**config.mk**
```make
export PLATFORM = sky130hd
export DESIGN_NAME = multicycle_controller_flat
export DESIGN_NICKNAME = d
export VERILOG_FILES = /design/src/rtl/multicycle_controller_if.sv /design/src/rtl/multicycle_controller.sv /design/src/flat_wrapper.sv
export SDC_FILE = /design/constraint.sdc
export NUM_CORES = 1
export LEC_CHECK = 0
export ABC_CLOCK_PERIOD_IN_PS = 2950
export CORE_AREA = 4 4 41 43
export DETAILED_ROUTE_END_ITERATION = 12
export DIE_AREA = 0 0 45 47
export DONT_BUFFER_PORTS = 1
export HOLD_SLACK_MARGIN = 0.03
export PLACE_DENSITY = 0.59
export SLEW_MARGIN = 20
export SYNTH_ARGS = -nofsm -noshare
export SYNTH_HDL_FRONTEND = slang
export SYNTH_SLANG_ARGS = --single-unit
```
**constraint.sdc**
```tcl
create_clock -name clk -period 2.95 [get_ports clk]
set_input_delay 0.4425 -clock clk [delete_from_list [all_inputs] [get_ports clk]]
set_output_delay 0.4425 -clock clk [all_outputs]
set_load 0.02 [all_outputs]
```
**src/rtl/multicycle_controller_if.sv**
```systemverilog
// multicycle_controller_if: instruction fields in, datapath controls out; master = controller, slave = datapath
interface multicycle_controller_if;
  logic [6:0] op;
  logic [2:0] funct3;
  logic       funct7b5;
  logic       zero;
  logic       pcWrite;
  logic       adrSrc;
  logic       memWrite;
  logic       irWrite;
  logic       regWrite;
  logic [1:0] resultSrc;
  logic [1:0] aluSrcA;
  logic [1:0] aluSrcB;
  logic [2:0] aluControl;
  logic [2:0] immSrc;
  logic [3:0] state;
  modport master (
    input  op, funct3, funct7b5, zero,
    output pcWrite, adrSrc, memWrite, irWrite, regWrite,
           resultSrc, aluSrcA, aluSrcB, aluControl, immSrc, state
  );
  modport slave (
    output op, funct3, funct7b5, zero,
    input  pcWrite, adrSrc, memWrite, irWrite, regWrite,
           resultSrc, aluSrcA, aluSrcB, aluControl, immSrc, state
  );
endinterface

```
**src/rtl/multicycle_controller.sv**
```systemverilog
// multicycle_controller: RV32 multicycle FSM (clk, rst, bus.master: op/funct3/funct7b5/zero in, datapath controls + state out); RV_UTYPE_EN enables lui
module multicycle_controller (
  input logic clk,
  input logic rst,
  multicycle_controller_if.master bus
);
  typedef enum logic [3:0] {
    FETCH, DECODE, MEMADR, MEMREAD, MEMWB, MEMWRITE,
    EXECR, EXECI, ALUWB, BRANCH, JAL, LUI
  } state_t;
`ifdef RV_UTYPE_EN
  localparam logic UT = 1'b1;
`else
  localparam logic UT = 1'b0;
`endif
  state_t st, nx, s;
  logic [2:0] alu_dec;
  logic pc_w, mem_w, ir_w, reg_w, adr;
  logic [1:0] res, sa, sb;
  logic [2:0] ac;
  always_ff @(posedge clk)
    st <= rst ? FETCH : nx;
  always_comb begin
    nx = FETCH;
    case (st)
      FETCH:  nx = DECODE;
      DECODE: case (bus.op)
        7'b0000011, 7'b0100011: nx = MEMADR;
        7'b0110011: nx = EXECR;
        7'b0010011: nx = EXECI;
        7'b1100011: nx = BRANCH;
        7'b1101111: nx = JAL;
        7'b0110111: nx = UT ? LUI : FETCH;
        default:    nx = FETCH;
      endcase
      MEMADR:  nx = bus.op == 7'b0000011 ? MEMREAD : MEMWRITE;
      MEMREAD: nx = MEMWB;
      EXECR, EXECI, JAL: nx = ALUWB;
      LUI:     nx = UT ? ALUWB : FETCH;
      default: nx = FETCH;
    endcase
  end
  // reset shows FETCH muxing with every write enable masked
  assign s = rst ? FETCH : st;
  assign alu_dec = bus.funct3 == 3'b000 ? ((s == EXECR && bus.funct7b5) ? 3'b001 : 3'b000) :
                   bus.funct3 == 3'b111 ? 3'b010 :
                   bus.funct3 == 3'b110 ? 3'b011 :
                   bus.funct3 == 3'b010 ? 3'b101 : 3'b000;
  always_comb begin
    pc_w = 1'b0; mem_w = 1'b0; ir_w = 1'b0; reg_w = 1'b0; adr = 1'b0;
    res = 2'b00; sa = 2'b00; sb = 2'b00; ac = 3'b000;
    case (s)
      FETCH:    begin ir_w = 1'b1; sb = 2'b10; res = 2'b10; pc_w = 1'b1; end
      DECODE:   begin sa = 2'b01; sb = 2'b01; end
      MEMADR:   begin sa = 2'b10; sb = 2'b01; end
      MEMREAD:  adr = 1'b1;
      MEMWB:    begin res = 2'b01; reg_w = 1'b1; end
      MEMWRITE: begin adr = 1'b1; mem_w = 1'b1; end
      EXECR:    begin sa = 2'b10; ac = alu_dec; end
      EXECI:    begin sa = 2'b10; sb = 2'b01; ac = alu_dec; end
      ALUWB:    reg_w = 1'b1;
      BRANCH:   begin
        sa = 2'b10; ac = 3'b001;
        pc_w = (bus.funct3 == 3'b000 && bus.zero) || (bus.funct3 == 3'b001 && !bus.zero);
      end
      JAL:      begin sa = 2'b01; sb = 2'b10; pc_w = 1'b1; end
      LUI:      if (UT) begin sa = 2'b11; sb = 2'b01; end
      default:  ;
    endcase
  end
  assign bus.pcWrite    = pc_w & ~rst;
  assign bus.memWrite   = mem_w & ~rst;
  assign bus.irWrite    = ir_w & ~rst;
  assign bus.regWrite   = reg_w & ~rst;
  assign bus.adrSrc     = adr;
  assign bus.resultSrc  = res;
  assign bus.aluSrcA    = sa;
  assign bus.aluSrcB    = sb;
  assign bus.aluControl = ac;
  assign bus.state      = st;
  assign bus.immSrc = bus.op == 7'b0100011 ? 3'b001 :
                      bus.op == 7'b1100011 ? 3'b010 :
                      bus.op == 7'b1101111 ? 3'b011 :
                      (UT && bus.op == 7'b0110111) ? 3'b100 : 3'b000;
endmodule

```
**src/flat_wrapper.sv**
```systemverilog
// flat-port wrapper written by rule: the top's interface ports become plain ports
module multicycle_controller_flat 
  (clk, rst, bus_op, bus_funct3, bus_funct7b5, bus_zero, bus_pcWrite, bus_adrSrc, bus_memWrite, bus_irWrite, bus_regWrite, bus_resultSrc, bus_aluSrcA, bus_aluSrcB, bus_aluControl, bus_immSrc, bus_state);
  multicycle_controller_if bus_i ();
  input logic clk;
  input logic rst;
  input wire logic [$bits(bus_i.op)-1:0] bus_op;
  input wire logic [$bits(bus_i.funct3)-1:0] bus_funct3;
  input wire logic [$bits(bus_i.funct7b5)-1:0] bus_funct7b5;
  input wire logic [$bits(bus_i.zero)-1:0] bus_zero;
  output wire logic [$bits(bus_i.pcWrite)-1:0] bus_pcWrite;
  output wire logic [$bits(bus_i.adrSrc)-1:0] bus_adrSrc;
  output wire logic [$bits(bus_i.memWrite)-1:0] bus_memWrite;
  output wire logic [$bits(bus_i.irWrite)-1:0] bus_irWrite;
  output wire logic [$bits(bus_i.regWrite)-1:0] bus_regWrite;
  output wire logic [$bits(bus_i.resultSrc)-1:0] bus_resultSrc;
  output wire logic [$bits(bus_i.aluSrcA)-1:0] bus_aluSrcA;
  output wire logic [$bits(bus_i.aluSrcB)-1:0] bus_aluSrcB;
  output wire logic [$bits(bus_i.aluControl)-1:0] bus_aluControl;
  output wire logic [$bits(bus_i.immSrc)-1:0] bus_immSrc;
  output wire logic [$bits(bus_i.state)-1:0] bus_state;
  assign bus_i.op = bus_op;
  assign bus_i.funct3 = bus_funct3;
  assign bus_i.funct7b5 = bus_funct7b5;
  assign bus_i.zero = bus_zero;
  assign bus_pcWrite = bus_i.pcWrite;
  assign bus_adrSrc = bus_i.adrSrc;
  assign bus_memWrite = bus_i.memWrite;
  assign bus_irWrite = bus_i.irWrite;
  assign bus_regWrite = bus_i.regWrite;
  assign bus_resultSrc = bus_i.resultSrc;
  assign bus_aluSrcA = bus_i.aluSrcA;
  assign bus_aluSrcB = bus_i.aluSrcB;
  assign bus_aluControl = bus_i.aluControl;
  assign bus_immSrc = bus_i.immSrc;
  assign bus_state = bus_i.state;
  multicycle_controller u_core (.clk(clk), .rst(rst), .bus(bus_i));
endmodule
```
==> flow_summary.toml, run 1 <==
[status]
status = "completed"

[critical_path]
r2r_setup_slack_ps = 1480
crit_type = "reg2out"
crit_required_ps = 2510
start_kind = "register"
reg2reg_to = "u_core.bus.state[1]$_SDFF_PP0_"
cp_max_fo = 15
worstRegToRegCells = 4
arrival_ps = 1790
reg2reg_from = "u_core.bus.state[3]$_SDFF_PP0_"
critical_path.endpoint_type = "output port"
crit_chain = "or3b_4 -> nor3_1"
critical_path.slowest_cell = "or3b_4"
max_stage_delay_ps = 520

[clock_network]
cts.clk_slew.worst_paths_ps = 40
clock_latency_ps = 230
cts_setup_buffers = 0
cts_sinks = 4
htreeDepth = 1
clock_path_buffers = 2
cts_buffers = 3
cts-resized-gates = 0
root_buffer = "clkbuf_4"
cts_tree = "yes"
hold_buffers = 0

[sta]
hold_violations = 0
max_freq_ghz = 0.448
rsz0062_at_grt = "false"
post-route-min-period_ps = 2230
slew_viol_final = 0
worstMarginPinSlew_ps = 670
fin_skew_ps = 0.0615
setup_viol = 0
min_period_over_period = 0.756
fin_tns_setup_ps = 0
slew_headroom = 0.553

[cells_and_area]
n_antenna_cell = 0
stdcell_count = 94
fin_nets = 95
nFillCells = 139
largest_reg_flops = 4
area_growth_pct = 9.15
drive_above_1_share = 0.228

[synth]
yosysTopAreaCell = "dfxtp_1"
syn_avg_cell_area_um2 = 7.38
synth_seq_cells = 4
synth_top_cell_area_share = 0.143
syn-cell-area_um2 = 561
yosysSeqAreaShare = 0.143
synthCells = 76
syn_nets = 90
synth_area_leaders = "dfxtp_1 14%, nor2_1 6.0%, a2111oi_2 5.4%"
yosysUniqueCellTypes = 36
yosys_warnings = 0

[die]
die_w_um = 45
coreArea_mm2 = 0.00130
die_area_mm2 = 0.00212
die_h_um = 47
start_util = 0.431
rows = 13
ios = 35

[global_routing]
track_usage = 0.145
grt_pass1_wl_um = 2300
overflow = 0
grt_max_degree = 17
grt_pass1_vias = 520
antenna_found_initial = 0

[placement]
hpwlAfterDp_um = 1070
port_buffers = 0
place.gp.congestion = 0.767
place_inst = 91

[flow_run]
maxCapViolCount = 0

[hold_path]
hold_path.startpoint = "rst"
whs_endpoint = "u_core.bus.state[3]$_SDFF_PP0_"
hold_class = "in2reg"
min_path_cells = 1

[detailed_routing]
first_pass_iters = 4
antenna_left = 0
totalWireLength_um = 1400
vias_per_cell = 6.22
drt_iter0_markers = 12
drc = 0
routedWlPerCell_um = 14.9
dr_total_vias = 585

[power_and_ir_drop]
power_density_mw_per_mm2 = 276
p_leak_nw = 0.202
peakVddDrop_mv = 0.174
[layout by cell type (no fill, tap or decap), types with 2 or more instances in the layout]
cell / n
a2111oi_2: 2
a21oi_1: 5
a31oi_1: 2
buf_4: 6
clkbuf_4: 3
dfxtp_1: 4
inv_1: 2
nand2_1: 6
nand2b_1: 2
nand3b_1: 2
nor2_1: 9
nor3_1: 4
nor3_2: 2
nor3b_1: 3
nor4_2: 2
nor4b_1: 2
o41ai_1: 2
xor2_1: 3
[through the flow]
step                total power [mW]  hold WS, ps  area [um^2]  setup slack, ps   util
global placement               0.101          525          589              971  0.453
floorplan                     0.0979          623          561              919      -
global route                   0.180          278          612              643  0.470
detailed placement             0.102          526          589              942  0.453
CTS                            0.172          279          612              714  0.470
finish                         0.169          285          612              719  0.470
[critical path, delay by kind of cell, from the launching register on]
family	cells	cell delay, ps
DFF	1	510
and+or+nand+nor	2	1040
[worst max-delay path by stage]
stage | end | cells past startpoint | startpoint
4_1_cts | bus_resultSrc[0] | 2 | u_core.bus.state[3]$_SDFF_PP0_
2_1_floorplan | bus_aluControl[0] | 3 | u_core.bus.state[0]$_SDFF_PP0_
6_report | bus_resultSrc[0] | 2 | u_core.bus.state[3]$_SDFF_PP0_
3_3_place_gp | bus_resultSrc[0] | 2 | u_core.bus.state[3]$_SDFF_PP0_
3_5_place_dp | bus_immSrc[0] | 4 | bus_op[1]
5_1_grt | bus_pcWrite | 2 | u_core.bus.state[3]$_SDFF_PP0_
[layout make-up]
| class | count | area [um^2] | area share |
|---|---|---|---|
| Multi-Input combinational cell | 64 | 438 | 0.716 |
| Sequential cell | 4 | 80.1 | 0.131 |
| Timing Repair Buffer | 6 | 45.0 | 0.0736 |
| Clock buffer | 3 | 22.5 | 0.0368 |
| Tap cell | 15 | 18.8 | 0.0307 |
| Inverter | 2 | 7.51 | 0.0123 |
[where the power goes]
part           switching, mW  total [mW]  internal [mW]
Clock                 0.0221      0.0676         0.0455
Combinational         0.0281      0.0439         0.0158
Sequential           0.00171      0.0574         0.0557
Total                 0.0519       0.169          0.117
[synth_stat cells]
cell type	n
nor3b_1	3
nand2b_1	2
xor2_1	3
nand3b_1	2
o31ai_1	1
a211oi_1	1
nor3_2	2
buf_2	4
dfxtp_1	4
nand2b_4	1
xnor2_1	1
nor2b_1	1
inv_1	2
nand3_1	1
nor4b_1	2
conb_1	1
and2b_1	1
nor2_1	9
a221oi_1	1
nor4_2	2
a21oi_1	5
o41ai_1	2
or3_1	1
and3_1	1
o211ai_1	1
a31oi_1	2
or3b_4	1
mux2i_1	1
nand2_1	6
o21ai_1	1
nor3_1	4
or3_4	1
buf_4	2
o21ai_0	1
nor4_1	1
a2111oi_2	2
[per-layer routing]
metal,vias to the layer above,wire [um],GRT usage
li1,286,-,-
met1,271,579,0.178
met2,26,692,0.232
met3,2,121,0.0383
met4,0,11,0.0760
met5,-,0,0
[kinds of logic after synthesis]
group | Yosys count | share of synthesized area
buffers and inverters | 8 | 0.0759
DFF | 4 | 0.143
xor gates and xnor gates | 4 | 0.0625
muxes | 1 | 0.0179
other | 1 | 0.00669
and+or+nand+nor | 41 | 0.469
AOI/OAI and AO/OA | 17 | 0.225
(Power assumes the default switching activity.)
==> run 2, diff against run 1 <==
--- a/config.mk
+++ b/config.mk
@@ -5,13 +5,13 @@
 export SDC_FILE = /design/constraint.sdc
 export NUM_CORES = 1
 export LEC_CHECK = 0
-export ABC_CLOCK_PERIOD_IN_PS = 2950
+export ABC_CLOCK_PERIOD_IN_PS = 1900
 export CORE_AREA = 4 4 41 43
 export DETAILED_ROUTE_END_ITERATION = 12
 export DIE_AREA = 0 0 45 47
 export DONT_BUFFER_PORTS = 1
 export HOLD_SLACK_MARGIN = 0.03
-export PLACE_DENSITY = 0.59
+export PLACE_DENSITY = 0.61
 export SLEW_MARGIN = 20
 export SYNTH_ARGS = -nofsm -noshare
 export SYNTH_HDL_FRONTEND = slang
==> constraint.sdc (replaced) <==
create_clock -name clk -period 1.9 [get_ports clk]
set_input_delay 0.285 -clock clk [delete_from_list [all_inputs] [get_ports clk]]
set_output_delay 0.285 -clock clk [all_outputs]
set_load 0.02 [all_outputs]
==> run 2 against run 1 <==
  * First-iteration DRC count is 33% lower
  * Via count rose by 8.7%
  * Highest routed layer unchanged
  * Critical path depth is 3 higher
  * Critical path type unchanged
  * Combinational power is 89% higher
  * Worst setup slack lost 600 ps
  * Wire length is 21% higher
==> flow_summary.toml, run 2 (synthesis gave the netlist of run 1 again) <==
[status]
status = "completed"

[clock_network]
cts_sinks = 4
cts.clk_slew.worst_paths_ps = 40
root_buffer = "clkbuf_4"
cts_buffers = 3
cts_tree = "yes"
hold_buffers = 0
clock_path_buffers = 2
cts-resized-gates = 0
cts_setup_buffers = 0
htreeDepth = 1
clock_latency_ps = 230

[global_routing]
grt_pass1_vias = 621
track_usage = 0.175
grt_pass1_wl_um = 2730
antenna_found_initial = 0
grtUsageMet1 = 0.186
grt_use_met3 = 0.0575
overflow = 0
grt_use_met2 = 0.319
grt-busiest-layer = "met2"
grt_max_degree = 12

[sta]
fin_skew_ps = 3.61
layout_setup_ws_ps = 115
post-route-min-period_ps = 1790
hold_violations = 0
rsz0062_at_grt = "false"
fin_tns_setup_ps = 0
min_period_over_period = 0.940
slew_viol_final = 0
max_freq_ghz = 0.560
setup_viol = 0

[die]
die_w_um = 45
ios = 35
rows = 13
coreArea_mm2 = 0.00130
die_h_um = 47
start_util = 0.431
die_area_mm2 = 0.00212

[critical_path]
cp_max_fo = 10
crit_type = "reg2out"
arrival_ps = 1500
reg2reg_from = "u_core.bus.state[3]$_SDFF_PP0_"
critical_path.endpoint_type = "output port"
r2r_setup_slack_ps = 650
start_kind = "register"
crit_end = "bus_aluControl[0]"
startpoint = "u_core.bus.state[3]$_SDFF_PP0_"
worstRegToRegCells = 4
crit_required_ps = 1620
reg2reg_to = "u_core.bus.state[1]$_SDFF_PP0_"

[detailed_routing]
antenna_left = 0
drt_iter0_markers = 8
dr_total_vias = 636
drc = 0
first_pass_iters = 4
routedWlPerCell_um = 15.6
vias_per_cell = 5.83
totalWireLength_um = 1700

[cells_and_area]
fin_nets = 110
seq_area_um2 = 82.6
drive_above_1_share = 0.383
post-route-cell-area_um2 = 729
multiInputGateArea_um2 = 440
layout_common_cells = "21 x buf_4, 8 x nor2_1, 6 x nand2_1, 5 x a21oi_1, 4 x nor3_1"
n_antenna_cell = 0
layout_commonest_cell = "buf_4"
final_util = 0.561
area_growth_pct = 30.1
largest_reg_flops = 4
nFillCells = 142

[hold_path]
hold_class = "in2reg"

[placement]
hpwlAfterDp_um = 1300
placed_cell_area_um2 = 702
dp_slack_ps = 296
place.gp.congestion = 0.794
port_buffers = 0

[power_and_ir_drop]
peakVddDrop_mv = 0.192
power_density_mw_per_mm2 = 377
p_leak_nw = 0.282

[flow_run]
maxCapViolCount = 0
[run 2: metrics by stage]
stage / instances / total power [mW] / hold WS [ps]
floorplan: 76 / 0.152 / 465
global placement: 106 / 0.171 / 367
detailed placement: 106 / 0.173 / 365
CTS: 109 / 0.279 / 127
global route: 109 / 0.291 / 122
finish: 109 / 0.275 / 122
[run 2: layout make-up]
class	count	share of cell area
Sequential cell	4	0.113
Clock buffer	3	0.0309
Inverter	2	0.0103
Multi-Input combinational cell	64	0.604
Timing Repair Buffer	21	0.216
Tap cell	15	0.0257
[run 2: worst min-delay path by stage]
stage,end,cells past startpoint,slack [ps],start
after floorplan,u_core.bus.state[0]$_SDFF_PP0_,3,470,bus_op[2]
after global placement,u_core.bus.state[3]$_SDFF_PP0_,1,370,rst
after detailed placement,u_core.bus.state[3]$_SDFF_PP0_,1,360,rst
after CTS,u_core.bus.state[3]$_SDFF_PP0_,1,130,rst
after global routing,u_core.bus.state[3]$_SDFF_PP0_,1,120,rst
final,u_core.bus.state[3]$_SDFF_PP0_,1,120,rst
[run 2: where the power goes]
group / switching [mW] / internal [mW] / total (mW) / leakage, nW
clock network: 0.0323 / 0.0705 / 0.103 / 0.0138
logic: 0.0471 / 0.0358 / 0.0829 / 0.235
registers: 0.00309 / 0.0865 / 0.0896 / 0.0336
total: 0.0825 / 0.193 / 0.275 / 0.282
[run 2: critical path, stage by stage, from the launching register on]
cell and delay, ps:
dfxtp_2 370, or3b_4 440, nor2_1 100, o211ai_1 90, o41ai_1 70, buf_4 200
[run 2: per-layer routing]
layer / routed length (um) / up-vias
li1: - / 316
met1: 677 / 291
met2: 855 / 27
met3: 146 / 2
met4: 16 / 0
met5: 0 / -
